**config.mk**
```make
export PLATFORM = sky130hd
export DESIGN_NAME = stopwatch_ctrl
export DESIGN_NICKNAME = d
export VERILOG_FILES = /design/src/rtl/stopwatch_ctrl.sv
export SDC_FILE = /design/constraint.sdc
export NUM_CORES = 1
export LEC_CHECK = 0
export ABC_AREA = 1
export BUFFER_PORTS_ARGS = -buffer_cell sky130_fd_sc_hd__buf_4
export CAP_MARGIN = 40
export CORE_MARGIN = 2
export CORE_UTILIZATION = 28
export CTS_BUF_LIST = sky130_fd_sc_hd__clkbuf_8
export DETAILED_ROUTE_END_ITERATION = 6
export PLACE_DENSITY = 0.43
export SETUP_SLACK_MARGIN = 0.4
export SYNTH_ARGS = -nofsm -noshare
export SYNTH_HDL_FRONTEND = slang
export SYNTH_SLANG_ARGS = --single-unit
export TNS_END_PERCENT = 100
```
**constraint.sdc**
```tcl
create_clock -name clk -period 6.1 [get_ports clk]
set_clock_uncertainty 0.05 [all_clocks]
set_input_delay 1.22 -clock clk [delete_from_list [all_inputs] [get_ports clk]]
set_output_delay 1.22 -clock clk [all_outputs]
set_load 0.01 [all_outputs]
```
**src/rtl/stopwatch_ctrl.sv**
```systemverilog
// rtl/stopwatch_ctrl.sv - stopwatch front end: input sync, button debounce, tick divider, mode FSM
module stopwatch_ctrl #(
    parameter int CLK_HZ = 100000000,
    parameter int DB_CYC = 1000000
) (
    input  logic       clk,
    input  logic       rst,
    input  logic       btn_pause_raw,
    input  logic       btn_clr_raw,
    input  logic       btn_inc_raw,
    input  logic       btn_dec_raw,
    input  logic       sw_adj,
    input  logic       sw_sel,
    input  logic       sw_adj_b,
    input  logic       sw_cnt_dn,
    output logic       tick_1hz,
    output logic       tick_2hz,
    output logic       pause_p,
    output logic       clr_p,
    output logic       inc_p,
    output logic       dec_p,
    output logic       adj,
    output logic       sel,
    output logic       adj_b,
    output logic       cnt_dn,
    output logic [1:0] mode
);

    localparam int HALF  = CLK_HZ / 2;
    localparam int DIV_W = (HALF > 1) ? $clog2(HALF) : 1;
    localparam int DB_W  = (DB_CYC > 1) ? $clog2(DB_CYC) : 1;
    localparam logic [DIV_W-1:0] DIV_LAST = DIV_W'(HALF - 1);
    localparam logic [DB_W-1:0]  DB_LAST  = DB_W'(DB_CYC - 1);

    localparam int B_PAUSE  = 0;
    localparam int B_CLR    = 1;
    localparam int B_INC    = 2;
    localparam int B_DEC    = 3;
    localparam int S_ADJ    = 4;
    localparam int S_SEL    = 5;
    localparam int S_ADJ_B  = 6;
    localparam int S_CNT_DN = 7;

    typedef enum logic [1:0] {
        RUN_UP   = 2'b00,
        RUN_DN   = 2'b01,
        ADJ_MAN  = 2'b10,
        ADJ_AUTO = 2'b11
    } state_t;

    logic [7:0]            raw;
    logic [7:0]            sync1_q, sync1_d;
    logic [7:0]            sync2_q, sync2_d;
    logic [3:0][DB_W-1:0]  db_cnt_q, db_cnt_d;
    logic [3:0]            db_q, db_d;
    logic [3:0]            db_dly_q, db_dly_d;
    logic [3:0]            rise;
    logic [DIV_W-1:0]      div_q, div_d;
    logic                  phase_q, phase_d;
    logic                  div_wrap;
    logic                  mode_change;
    state_t                state_q, state_d;
    logic                  pause_p_q, pause_p_d;
    logic                  clr_p_q, clr_p_d;
    logic                  inc_p_q, inc_p_d;
    logic                  dec_p_q, dec_p_d;

    assign raw = {sw_cnt_dn, sw_adj_b, sw_sel, sw_adj,
                  btn_dec_raw, btn_inc_raw, btn_clr_raw, btn_pause_raw};

    always_comb begin
        sync1_d = raw;
        sync2_d = sync1_q;
    end

    // A level flips only after DB_CYC consecutive samples disagree with it.
    always_comb begin
        db_cnt_d = db_cnt_q;
        db_d     = db_q;
        db_dly_d = db_q;
        for (int i = 0; i < 4; i++) begin
            if (sync2_q[i] == db_q[i]) begin
                db_cnt_d[i] = '0;
            end else if (db_cnt_q[i] == DB_LAST) begin
                db_cnt_d[i] = '0;
                db_d[i]     = ~db_q[i];
            end else begin
                db_cnt_d[i] = db_cnt_q[i] + DB_W'(1);
            end
        end
    end

    assign rise = db_q & ~db_dly_q;

    // Next state follows the switch values about to appear on adj/adj_b/cnt_dn,
    // so mode always agrees with the synchronized switch outputs.
    always_comb begin
        state_d = RUN_UP;
        if (sync1_q[S_ADJ]) begin
            state_d = sync1_q[S_ADJ_B] ? ADJ_MAN : ADJ_AUTO;
        end else begin
            state_d = sync1_q[S_CNT_DN] ? RUN_DN : RUN_UP;
        end
        mode_change = (state_d != state_q);
    end

    always_comb begin
        div_wrap = (div_q == DIV_LAST);
        div_d    = div_q + DIV_W'(1);
        phase_d  = phase_q;
        if (mode_change) begin
            div_d   = '0;
            phase_d = 1'b0;
        end else if (div_wrap) begin
            div_d   = '0;
            phase_d = ~phase_q;
        end
    end

    always_comb begin
        pause_p_d = 1'b0;
        clr_p_d   = rise[B_CLR];
        inc_p_d   = 1'b0;
        dec_p_d   = 1'b0;
        case (state_q)
            RUN_UP, RUN_DN: pause_p_d = rise[B_PAUSE] & ~rise[B_CLR];
            ADJ_MAN: begin
                inc_p_d = rise[B_INC] & ~rise[B_DEC];
                dec_p_d = rise[B_DEC] & ~rise[B_INC];
            end
            default: ;
        endcase
    end

    always_ff @(posedge clk or posedge rst) begin
        if (rst) begin
            sync1_q   <= '0;
            sync2_q   <= '0;
            db_cnt_q  <= '0;
            db_q      <= '0;
            db_dly_q  <= '0;
            div_q     <= '0;
            phase_q   <= 1'b0;
            state_q   <= RUN_UP;
            pause_p_q <= 1'b0;
            clr_p_q   <= 1'b0;
            inc_p_q   <= 1'b0;
            dec_p_q   <= 1'b0;
        end else begin
            sync1_q   <= sync1_d;
            sync2_q   <= sync2_d;
            db_cnt_q  <= db_cnt_d;
            db_q      <= db_d;
            db_dly_q  <= db_dly_d;
            div_q     <= div_d;
            phase_q   <= phase_d;
            state_q   <= state_d;
            pause_p_q <= pause_p_d;
            clr_p_q   <= clr_p_d;
            inc_p_q   <= inc_p_d;
            dec_p_q   <= dec_p_d;
        end
    end

    assign tick_2hz = div_wrap & ~mode_change & (state_q == ADJ_AUTO);
    assign tick_1hz = div_wrap & phase_q & ~mode_change &
                      ((state_q == RUN_UP) || (state_q == RUN_DN));

    assign pause_p = pause_p_q;
    assign clr_p   = clr_p_q;
    assign inc_p   = inc_p_q;
    assign dec_p   = dec_p_q;
    assign adj     = sync2_q[S_ADJ];
    assign sel     = sync2_q[S_SEL];
    assign adj_b   = sync2_q[S_ADJ_B];
    assign cnt_dn  = sync2_q[S_CNT_DN];
    assign mode    = state_q;

endmodule

```
==> metrics.txt <==
outcome completed; gr ovfl total 0; Cell Area, Placed 7729 µm²; Cell Rows 58; GRT Max-Usage Layer met2; mapped cell area 7146 µm²; Final Hold Viols 0; fmax ~0.32 GHz; GRT met3 Usage 2.879%; Antenna diodes 0; Setup CP Type reg2out; FILL cells about 2.7k; Flop pwr share 52.5%; leakage power ~3.5 nW; #FFs+latches synth between 100 and 150; Post-Route WL 16040 µm; 1st-iter DRT viols just under 300; Critical Path AT ~1800 ps; Final Max Slew Viols 0; Finished Cell Area ~8000 µm²; largest net degree at the start of global routing 77; Non-Filler Instances roughly 1.3k; DRC viols 0; core area between 20000 and 30000 µm²; maxcap violations 0; synth unique cells 33; Clock Power Share a little over two fifths; clock transition at the registers of the reported paths 80 ps; CP max FO 5; EDFF count, synth 0; Post-synth ARST share between 90% and 100%; vias in the first global route about 5.6k; placed instance count 1260; sw frac between 20% and 30%; Period Utilization, post-route 50.90%; H-Tree Depth 4; Mapped Cells 910; Initial Util between 20% and 30%; Synth Warn # 0; Max clock buf depth 2; Relative slew margins 44.49%; die area roughly 27000 µm²; # IOs 22; met2 GRT Util a little over a fifth; sequential cell area fraction in the yosys report 47.63%; CTS tree built; peak supply drop between 0.0001 and 0.00015 V; minimum clock period slightly above 3000 ps; internal power roughly 1.3 mW; Fin Setup TNS 0 ps; fin nets between 900 and 1k; first-pass GRT wire length 27640 µm; Worst Max-Slew Pin Slew 826.6 ps; Via Count roughly 5.6k; Hold-fix buffers, CTS 0; PD cells approximately 220 nW/µm²; antenna violations before repair 0; Post-CTS Setup Bufs 0; die height roughly 160 µm; Port Buffers 21; clk sinks 136; HPWL after detailed placement 11840 µm; first-pass iteration count of the detailed router 5; Num CTS Buffers 17; routed wire length per instance around 12 µm; crit start category flip-flop; Final setup viols 0; Gate power share under 10%; syn nets about 930; met1 Usage GRT 17.65%; Clk Latency, worst-skew pair 450 ps; chip width roughly 160 µm; Worst Path Required approximately 4800 ps; Final ANT Viol Nets 0; CTS resizes 0; average size of a mapped cell slightly below 8 µm²; Final GP Congestion 0.7832; synthesis-to-finish area growth 13.64%; Root Buffer clkbuf_8; element type at the critical path end output port; Psw roughly 0.44 mW; fraction of layout cells with a size suffix above 1 approximately a tenth; GR Util All Layers a little over an eighth; Synth Flop Type dfrtp_1; RSZ-0062 raised after global routing no; via density per instance around 4.3; hold crit path type reg2reg
synth_stat cells (6+ instances only):
library cell / count / area, µm²
dfrtp_1: 136 / 3403
nor3_1: 14 / 70.07
xor2_1: 41 / 359.1
inv_1: 108 / 405.4
nor2_2: 11 / 68.82
nand2_1: 176 / 660.6
nand4_1: 12 / 75.07
o21ai_0: 7 / 35.03
nand3_1: 100 / 500.5
nor2_4: 11 / 123.9
nor2_1: 213 / 799.5
nand3_2: 6 / 60.06
xnor2_1: 19 / 166.4
a21oi_1: 17 / 85.08
ha_1: 6 / 75.07
area by class of cell:
| type | count | area (µm²) | area share, % |
|---|---|---|---|
| Multi-Input combinational cell | 656 | 3274 | 40.32 |
| Clock inverter | 13 | 130.1 | 1.602 |
| Inverter | 114 | 437.9 | 5.393 |
| Timing Repair Buffer | 24 | 200.2 | 2.465 |
| Tap cell | 330 | 412.9 | 5.085 |
| Sequential cell | 136 | 3403 | 41.91 |
| Clock buffer | 19 | 261.5 | 3.220 |
cell families after synthesis:
family | count (synthesis) | share of synthesized area [%]
fa+ha+maj | 6 | 1.051
compound gates | 29 | 2.154
flops | 136 | 47.63
xor+xnor | 61 | 7.582
simple gates | 560 | 35.04
buf+inv | 118 | 6.549
per-stage QoR:
| stage | setup slack, ps | hold slack (ps) | utilization [%] | total power [mW] |
|---|---|---|---|---|
| final | 2995 | 301.0 | 32.34 | 1.763 |
| after global routing | 2839 | 310.8 | 32.34 | 1.854 |
| after global placement | 3458 | 281.8 | 30.64 | 1.030 |
| after detailed placement | 3456 | 286.3 | 30.78 | 1.034 |
| after floorplan | 1191 | 281.2 | - | 1.004 |
| after CTS | 2945 | 305.8 | 32.34 | 1.800 |
cell usage in the layout (no fill, tap or decap), drive strengths merged, types with 2 or more instances in the layout:
cell	synthesis	layout
a21oi	17	17
buf	2	24
bufinv	0	2
clkbuf	2	19
clkinv	0	4
clkinvlp	0	4
dfrtp	136	136
ha	6	6
inv	114	117
nand2	182	182
nand3	107	107
nand3b	5	5
nand4	12	12
nor2	236	236
nor3	14	14
o21ai	10	10
o21bai	2	2
xnor2	20	20
xor2	41	41
flip-flops by register name, summed over array words and instances (netlist names):
signal    cells
db_cnt_q     80
clr_p         1
db_dly_d      4
phase_q       1
sync2_q       8
pause_p       1
db_dly_q      4
dec_p         1
sync1_q       8
mode          1
div_q        26
inc_p         1
power by group through the flow:
stage	logic, mW	clock network (mW)	registers [mW]
4_1_cts	0.0900	0.785	0.926
5_1_grt	0.0984	0.828	0.928
2_1_floorplan	0.0618	0	0.942
3_5_place_dp	0.0899	0	0.944
6_report	0.0855	0.752	0.926
3_3_place_gp	0.0873	0	0.943
critical path, cell delays in order (launching register included):
cell	delay, ps
dfrtp_1	430
ha_1	190
nand3_1	130
nor3_1	250
nand3_1	150
nor2_1	100
buf_4	120
layer usage:
layer / up-vias / share of wire, %
li1: 2917 / -
met1: 2589 / 51
met2: 50 / 46
met3: 15 / 2.2
met4: 0 / 1.2
met5: - / 0
worst paths after layout:
check	startpoint	cells past startpoint	to	slack, ps
min in group asynchronous	rst	2	db_cnt_q[59]	680
hold / removal	sync1_q[2]	0	sync2_q[2]	300
hold reg to reg	sync1_q[2]	0	sync2_q[2]	300
setup reg to reg	db_dly_d[0]	4	db_cnt_q[10]	4060
max in group asynchronous	rst	4	div_q[8]	4170
setup / recovery	div_q[0]	6	tick_1hz	2990
Note: power is estimated with default switching activity, not from simulation.
